==> config.mk <==
export PLATFORM = sky130hd
export DESIGN_NAME = sequence_scan_ctrl_flat
export DESIGN_NICKNAME = d
export VERILOG_FILES = /design/src/rtl/sequence_scan_ctrl_if.sv /design/src/rtl/sequence_scan_ctrl.sv /design/src/flat_wrapper.sv
export SDC_FILE = /design/constraint.sdc
export NUM_CORES = 1
export LEC_CHECK = 0
export ABC_AREA = 1
export CAP_MARGIN = 20
export CORE_ASPECT_RATIO = 0.9
export CORE_MARGIN = 8
export CORE_UTILIZATION = 45
export DETAILED_ROUTE_END_ITERATION = 6
export HOLD_SLACK_MARGIN = 0.06
export PLACE_DENSITY = 0.79
export SLEW_MARGIN = 0
export SYNTH_ARGS = -nofsm -noshare
export SYNTH_HDL_FRONTEND = slang
export SYNTH_SLANG_ARGS = --single-unit
==> constraint.sdc <==
create_clock -name clk -period 1.35 [get_ports clk]
set_input_delay 0.27 -clock clk [delete_from_list [all_inputs] [get_ports clk]]
set_output_delay 0.27 -clock clk [all_outputs]
set_load 0.02 [all_outputs]
==> src/rtl/sequence_scan_ctrl_if.sv <==
// sequence_scan_ctrl_if: word, pattern and result signals of the sequence scanner.
// sat_flag exists only when SEQ_SCAN_SAT_EN is defined.
interface sequence_scan_ctrl_if #(
    parameter int WORD_W = 8,
    parameter int CNT_W = 8
);
    logic [WORD_W-1:0] word_in;
    logic word_valid;
    logic word_ready;
    logic [3:0] pattern_in;
    logic pattern_load;
    logic count_clear;
    logic busy;
    logic hit;
    logic done;
    logic [CNT_W-1:0] hit_count;
`ifdef SEQ_SCAN_SAT_EN
    logic sat_flag;
`endif
    modport master (
        output word_in, word_valid, pattern_in, pattern_load, count_clear,
        input word_ready, busy, hit, done, hit_count
`ifdef SEQ_SCAN_SAT_EN
        , input sat_flag
`endif
    );
    modport slave (
        input word_in, word_valid, pattern_in, pattern_load, count_clear,
        output word_ready, busy, hit, done, hit_count
`ifdef SEQ_SCAN_SAT_EN
        , output sat_flag
`endif
    );
endinterface

==> src/rtl/sequence_scan_ctrl.sv <==
// sequence_scan_ctrl: shifts each accepted word out MSB first and counts overlapping 4-bit pattern matches.
// Define SEQ_SCAN_SAT_EN for a saturating hit_count with sticky sat_flag; otherwise hit_count wraps.
module sequence_scan_ctrl #(
    parameter int WORD_W = 8,
    parameter int CNT_W = 8
) (
    input logic clk,
    input logic reset,
    sequence_scan_ctrl_if.slave bus
);
    typedef enum logic [1:0] {IDLE, SHIFT, DONE} state_t;
    localparam int KW = $clog2(WORD_W + 1);
    state_t state, state_nx;
    logic [WORD_W-1:0] sreg;
    logic [KW-1:0] k;
    logic [3:0] hist, hist_nx, pattern;
    logic [2:0] hist_cnt;
    logic accept, match, inc;
    always_ff @(posedge clk) state <= reset ? IDLE : state_nx;
    // Match looks at the history including the bit shifted this cycle, so hit lands one cycle later.
    always_comb begin
        accept = bus.word_valid && state == IDLE;
        hist_nx = {hist[2:0], sreg[WORD_W-1]};
        match = hist_cnt >= 3'd3 && hist_nx == pattern;
        inc = state == SHIFT && match;
        state_nx = state == IDLE ? (accept ? SHIFT : IDLE)
                 : state == SHIFT ? (k == KW'(WORD_W) ? DONE : SHIFT)
                 : IDLE;
        bus.word_ready = state == IDLE;
        bus.busy = state == SHIFT || state == DONE;
        bus.done = state == DONE;
    end
    always_ff @(posedge clk) begin
        if (reset) begin
            sreg <= '0;
            k <= '0;
            hist <= '0;
            hist_cnt <= '0;
            pattern <= 4'b0100;
            bus.hit <= 1'b0;
            bus.hit_count <= '0;
`ifdef SEQ_SCAN_SAT_EN
            bus.sat_flag <= 1'b0;
`endif
        end else begin
            bus.hit <= inc;
            if (accept) begin
                sreg <= bus.word_in;
                k <= KW'(1);
            end else if (state == SHIFT) begin
                sreg <= sreg << 1;
                k <= k + 1'b1;
                hist <= hist_nx;
                hist_cnt <= hist_cnt == 3'd4 ? hist_cnt : hist_cnt + 3'd1;
            end
            // A load coinciding with an accept is dropped.
            if (state == IDLE && !accept && bus.pattern_load) begin
                pattern <= bus.pattern_in;
                hist_cnt <= '0;
            end
`ifdef SEQ_SCAN_SAT_EN
            if (bus.count_clear) begin
                bus.hit_count <= '0;
                bus.sat_flag <= 1'b0;
            end else if (inc && &bus.hit_count)
                bus.sat_flag <= 1'b1;
            else if (inc)
                bus.hit_count <= bus.hit_count + 1'b1;
`else
            if (bus.count_clear)
                bus.hit_count <= '0;
            else if (inc)
                bus.hit_count <= bus.hit_count + 1'b1;
`endif
        end
    end
endmodule
==> src/flat_wrapper.sv <==
// flat-port wrapper written by rule: the top's interface ports become plain ports
module sequence_scan_ctrl_flat 
#(
    parameter int WORD_W = 8,
    parameter int CNT_W = 8
)
  (clk, reset, bus_word_in, bus_word_valid, bus_pattern_in, bus_pattern_load, bus_count_clear, bus_word_ready, bus_busy, bus_hit, bus_done, bus_hit_count);
  sequence_scan_ctrl_if #(.WORD_W(WORD_W), .CNT_W(CNT_W)) bus_i ();
  input logic clk;
  input logic reset;
  input wire logic [$bits(bus_i.word_in)-1:0] bus_word_in;
  input wire logic [$bits(bus_i.word_valid)-1:0] bus_word_valid;
  input wire logic [$bits(bus_i.pattern_in)-1:0] bus_pattern_in;
  input wire logic [$bits(bus_i.pattern_load)-1:0] bus_pattern_load;
  input wire logic [$bits(bus_i.count_clear)-1:0] bus_count_clear;
  output wire logic [$bits(bus_i.word_ready)-1:0] bus_word_ready;
  output wire logic [$bits(bus_i.busy)-1:0] bus_busy;
  output wire logic [$bits(bus_i.hit)-1:0] bus_hit;
  output wire logic [$bits(bus_i.done)-1:0] bus_done;
  output wire logic [$bits(bus_i.hit_count)-1:0] bus_hit_count;
  assign bus_i.word_in = bus_word_in;
  assign bus_i.word_valid = bus_word_valid;
  assign bus_i.pattern_in = bus_pattern_in;
  assign bus_i.pattern_load = bus_pattern_load;
  assign bus_i.count_clear = bus_count_clear;
  assign bus_word_ready = bus_i.word_ready;
  assign bus_busy = bus_i.busy;
  assign bus_hit = bus_i.hit;
  assign bus_done = bus_i.done;
  assign bus_hit_count = bus_i.hit_count;
  sequence_scan_ctrl #(.WORD_W(WORD_W), .CNT_W(CNT_W)) u_core (.clk(clk), .reset(reset), .bus(bus_i));
endmodule
==> results of run 1 <==
-- final cells by class --
| cell class | count | area, um^2 | area share |
|---|---|---|---|
| sequential | 33 | 666 | 0.270 |
| multi-input combinational | 162 | 980 | 0.397 |
| inverter | 47 | 181 | 0.0735 |
| clock buffer | 7 | 96.3 | 0.0390 |
| tap | 46 | 57.6 | 0.0233 |
| clock inverter | 1 | 5.00 | 0.00203 |
| timing repair buffer | 56 | 482 | 0.195 |
-- timing repair --
item	4_1_cts	5_1_grt
hold buffers	0	0
buffers inserted	1	2
gates resized for setup	50	37
pin swaps	8	13
setup endpoints to repair	38	27
gates cloned	1	0
-- power groups by stage --
| stage | Clock, mW | Combinational (mW) | Sequential [mW] |
|---|---|---|---|
| floorplan | 0 | 0.181 | 1.05 |
| global placement | 0 | 0.321 | 1.05 |
| detailed placement | 0 | 0.328 | 1.06 |
| CTS | 0.852 | 0.366 | 1.04 |
| global route | 0.883 | 0.443 | 1.04 |
| finish | 0.826 | 0.399 | 1.04 |
-- layer usage --
metal | global-route usage | up-vias | routed length, um
met5 | 0 | - | 0
met4 | 0.0637 | 0 | 65
met3 | 0.0477 | 7 | 135
met2 | 0.255 | 22 | 2030
met1 | 0.151 | 744 | 1760
li1 | - | 883 | -
-- state kept, by name, summed over array words and instances (netlist names) --
register / cells
u_core.sreg: 8
u_core.hist_cnt: 3
u_core.bus.hit_count: 8
u_core.k: 4
u_core.hist: 3
u_core.bus.hit: 1
u_core.pattern: 4
u_core.state: 2
-- worst max path at each step --
stage,start,to,slack (ps),depth (start not counted)
after floorplan,u_core.state[0],u_core.sreg[1],10,8
after global placement,bus_word_valid,u_core.sreg[3],-200,8
after detailed placement,bus_word_valid,u_core.sreg[2],-240,8
after CTS,u_core.hist_cnt[1],u_core.bus.hit_count[1],-60,9
after global routing,u_core.hist_cnt[0],u_core.bus.hit_count[1],-80,9
final,u_core.hist_cnt[0],u_core.bus.hit_count[1],-8,9
-- cells by family (layout without fill, tap and decap cells) --
| group | after synthesis | in the layout |
|---|---|---|
| AO/OA/AOI/OAI | 39 | 39 |
| buffers and inverters | 50 | 111 |
| AND/OR/NAND/NOR | 113 | 114 |
| adder cells (fa/ha/maj) | 9 | 9 |
| flip-flops | 33 | 33 |
-- synthesized netlist by cell type --
cell type | n | area share
nand2_2 | 1 | 0.0038
nand4_1 | 9 | 0.034
ha_1 | 9 | 0.068
nor2_4 | 1 | 0.0068
o221ai_1 | 1 | 0.0053
dfxtp_1 | 33 | 0.40
a21oi_2 | 1 | 0.0053
inv_2 | 1 | 0.0023
o211ai_1 | 1 | 0.0046
nor3_1 | 1 | 0.0030
nand2_1 | 49 | 0.11
o21ai_0 | 21 | 0.064
a21boi_1 | 1 | 0.0046
nor2_2 | 1 | 0.0038
nand3_1 | 6 | 0.018
clkbuf_1 | 1 | 0.0023
inv_1 | 45 | 0.10
a21oi_1 | 13 | 0.040
clkinv_1 | 1 | 0.0023
buf_2 | 2 | 0.0061
a21boi_0 | 1 | 0.0046
or2_2 | 1 | 0.0038
nor2_1 | 44 | 0.10
-- critical path: stages (launching register included) --
cell and delay [ps]:
dfxtp_2 360, buf_4 110, buf_4 120, nand2_2 80, nand2_4 100, nand3_4 100
nor2_4 150, nand4_1 120, nand2_1 80, nor2_1 50
-- through the flow --
step | TNS [ps] | std cells | util | worst slack (ps)
after CTS | -213 | 350 | 0.658 | -63.8
final | -8.21 | 352 | 0.685 | -8.21
after detailed placement | -4990 | 341 | 0.604 | -240
after floorplan | 0 | 244 | - | 15.0
after global routing | -339 | 352 | 0.685 | -81.5
after global placement | -3980 | 341 | 0.604 | -201
==> run metrics, run 1 <==
Register-to-Register Path Depth 9; worst-margin pin slew 528 ps; gr usage total 0.144; Antenna Nets Post-Route 0; die width 79.7 um; Worst setup EP type flip-flop; Finished Cell Area about 2500 um^2; drt total wl 4000 um; min Tclk post-route between 1000 and 1500 ps; largest net degree at the start of global routing 16; crit start category flip-flop; Syn Nets 270; worst skew pair latency slightly below 300 ps; IO buf count 28; VDD IR max 0.612 mV; num ports 29; reg2reg setup slack -8 ps; commonest non-fill, non-tap cell in the layout nand2_1; Max-Cap Viols 0; failing checks setup timing; worst hold stages 2; H-tree depth 2; DRC 0; Sink Count 33; layout cells sized above 1 0.258; Cells after Synth 244; CTS tree built; largest family of logic cells by synthesized area simple AND/OR/NAND/NOR gates; Final setup viols 1; Final Hold Fails 0; row count 21; XOR/XNOR Fraction of Synth Area 0; clock power share 0.365; outcome complete, but fails checks; Final Cycle Share 1.01; Leakage 1.09 nW; TritonRoute pass-1 iters 4; area of the die 5850 um^2; Worst-path clk slew 70 ps; critical path type flip-flop to flip-flop; routability cong. 0.800; min-delay src u_core.pattern[0]; Clock Skew 6.06 ps; PnR worst setup slack -8.21 ps; post-DP HPWL 2790 um; DRT iter0 DRCs 81; P per Cell Area 917 nW/um^2; RSZ-0062 raised after global routing yes; max-slew violation total from the final report 0; switching power 603 uW; Synth Warn # 0; first-pass GRT wire length 6580 um; Reg power frac 0.459; CP required 1540 ps; synthesized area per cell 6.74 um^2; flops & latches, synth 33; Synth-to-Final Area Change 50.1%; Synth Area in Adders 0.0685; post-synthesis compound-gate area fraction 0.128; DP Area 2180 um^2; synthesized area 1640 um^2; Final Power 2.26 mW; root buf cell clkbuf_8; Core Footprint around 3600 um^2; max_slew headroom 0.647; reg2reg start u_core.hist_cnt[0]; Hold Crit Endpoint u_core.pattern[0]; detail-routed via count per cell 4.70; RR Endpoint u_core.bus.hit_count[1]; Min Hold Slack 470 ps; die height 73.3 um; routed len/inst approximately 11 um; Seq/Total Area, Yosys 0.402; clk buf depth 2; Initial Util 0.457; Power Internal 1.66 mW; vias in the first global route 1601; grt ovf 0; achievable frequency between 0.7 and 0.8 GHz; final net count 331; initial antenna violation count 0; post-synthesis mux area share 0; hold crit path type flip-flop to flip-flop; Sw Share 0.266; via count 1656; antenna diode count 0; Arrival @ worst endpoint approximately 1600 ps; Comb power frac 0.176; # fillers 282; Post-Synth Simple-Gate Area 0.286; CTS buffer count 5; most frequent cells in the layout 44 x nand2_1, 40 x inv_1, 35 x nor2_1, 29 x dfxtp_1, 27 x buf_4; library cells used by synthesis 23; Max FO, Critical Path 5
Note: power is estimated with default switching activity, not from simulation.
==> run 2, diff against run 1 <==
Settings changed: CORE_MARGIN 8 to 4.
==> run metrics, run 2 (same netlist as run 1, synthesis figures left out) <==
Finished Cell Area around 2500 um^2; vias in the first global route 1522; root buf cell clkbuf_8; routability cong. 0.755; DP Worst Slack -280 ps; detail-routed via count per cell 4.87; achievable frequency 0.743 GHz; # fillers 272; die width just over 70 um; post-DP HPWL about 2800 um; Worst-path clk slew approximately 70 ps; setup tns final 0 ps; PnR worst setup slack 4.61 ps; Antenna Nets Post-Route 0; Clock Skew 5.24 ps; drt total wl 4290 um; CTS buffer count 5; Core Footprint 3450 um^2; Leakage 1.09 nW; crit start category flip-flop; VDD IR max 0.454 mV; met1 GRT Util 0.226; clk buf depth 2; critical path type flip-flop to flip-flop; Final Hold Fails 0; min Tclk post-route about 1300 ps; gr usage total 0.185; max_slew headroom 0.729; Sink Count 33; register area 669 um^2; final core utilization 0.728; Power Internal 1.58 mW; TritonRoute pass-1 iters 4; final net count 331; Max FO, Critical Path 4; IO buf count 28; CTS tree built; met2 Usage GRT 0.297; row count 20; largest net degree at the start of global routing 16; DP Area 2170 um^2; die height between 60 and 70 um; grt ovf 0; H-tree depth 2; met3 Resource Use GR 0.0459; Sw Share 0.281; max-slew violation total from the final report 0; Final setup viols 0; busiest grt layer met2; first-pass GRT wire length around 6600 um; layout cells sized above 1 0.252; multi-input combinational cell area 1020 um^2; clock power share 0.330; Largest regs u_core.bus.hit_count (8), u_core.sreg (8); Synth-to-Final Area Change 52.9%; Max-Cap Viols 0; outcome complete, no violations; num ports 29; initial antenna violation count 0; Initial Util 0.476; area of the die 4690 um^2; RSZ-0062 raised after global routing yes; Final Cycle Share 0.997; worst skew pair latency 300 ps; antenna diode count 0; DRT iter0 DRCs 94; switching power 619 uW; worst-margin pin slew 405 ps; commonest non-fill, non-tap cell in the layout nand2_1; Worst setup EP type flip-flop; DRC 0; hold crit path type primary input to flip-flop; Min Hold Slack 437 ps; P per Cell Area 877 nW/um^2; most frequent cells in the layout 43 x nand2_1, 42 x inv_1, 34 x nor2_1, 28 x dfxtp_1, 22 x buf_4; routed len/inst around 12 um; CP required ~1600 ps; Arrival @ worst endpoint around 1600 ps; Reg power frac 0.471; Comb power frac 0.200; via count 1703
[run 2: what timing repair did]
item,CTS,global route
hold buffers,0,0
setup endpoints to repair,32,30
buffers inserted,0,2
cloned,1,0
pin swaps,5,22
gates resized for setup,50,51
[run 2: area by class of cell]
type / instances / share of cell area
clock buffers: 8 / 0.0319
inverters: 47 / 0.0712
multi-input cells: 162 / 0.406
flip-flops and latches: 33 / 0.266
well taps: 44 / 0.0219
repair buffers: 56 / 0.203
[run 2: worst max-delay path: stages (launching register included)]
cell and delay [ps]:
dfxtp_2 340, buf_6 90, ha_4 150, buf_6 100, nand2_2 40, nor2_1 90, nand2_1 100, nor2_2 120
inv_1 60, nor2_2 70, nor2_1 50, nor2_1 70
[run 2: power by group through the flow]
stage / sequential [mW] / combinational, mW / clock [mW]
after floorplan: 1.05 / 0.181 / 0
after global placement: 1.06 / 0.327 / 0
after detailed placement: 1.06 / 0.334 / 0
after CTS: 1.04 / 0.367 / 0.735
after global routing: 1.04 / 0.478 / 0.782
final: 1.04 / 0.440 / 0.726
[run 2: routing by layer]
| layer | up-vias | wire length, um | part of all wire |
|---|---|---|---|
| met2 | 34 | 2060 | 0.48 |
| li1 | 880 | - | - |
| met1 | 779 | 1930 | 0.45 |
| met4 | 0 | 78 | 0.018 |
| met3 | 10 | 214 | 0.050 |
| met5 | - | 0 | 0 |
[run 2: metrics by stage]
step,std cells,total power [mW]
after floorplan,244,1.23
after global placement,339,1.38
after detailed placement,339,1.39
after CTS,348,2.14
after global routing,350,2.30
final,350,2.20
[run 2: worst paths after layout]
path | end | cells after the start | slack, ps | start
min | u_core.state[0] | 3 | 440 | bus_word_valid
max | u_core.bus.hit_count[7] | 11 | 5 | u_core.state[0]
min reg2reg | u_core.sreg[0] | 2 | 470 | u_core.sreg[0]
max reg2reg | u_core.bus.hit_count[7] | 11 | 5 | u_core.state[0]
==> run 3, diff against run 2 <==
Settings changed: GPL_ROUTABILITY_DRIVEN from default to 0.
==> results of run 3 <==
Final layout, timing and power as in run 2 (identical DEF).
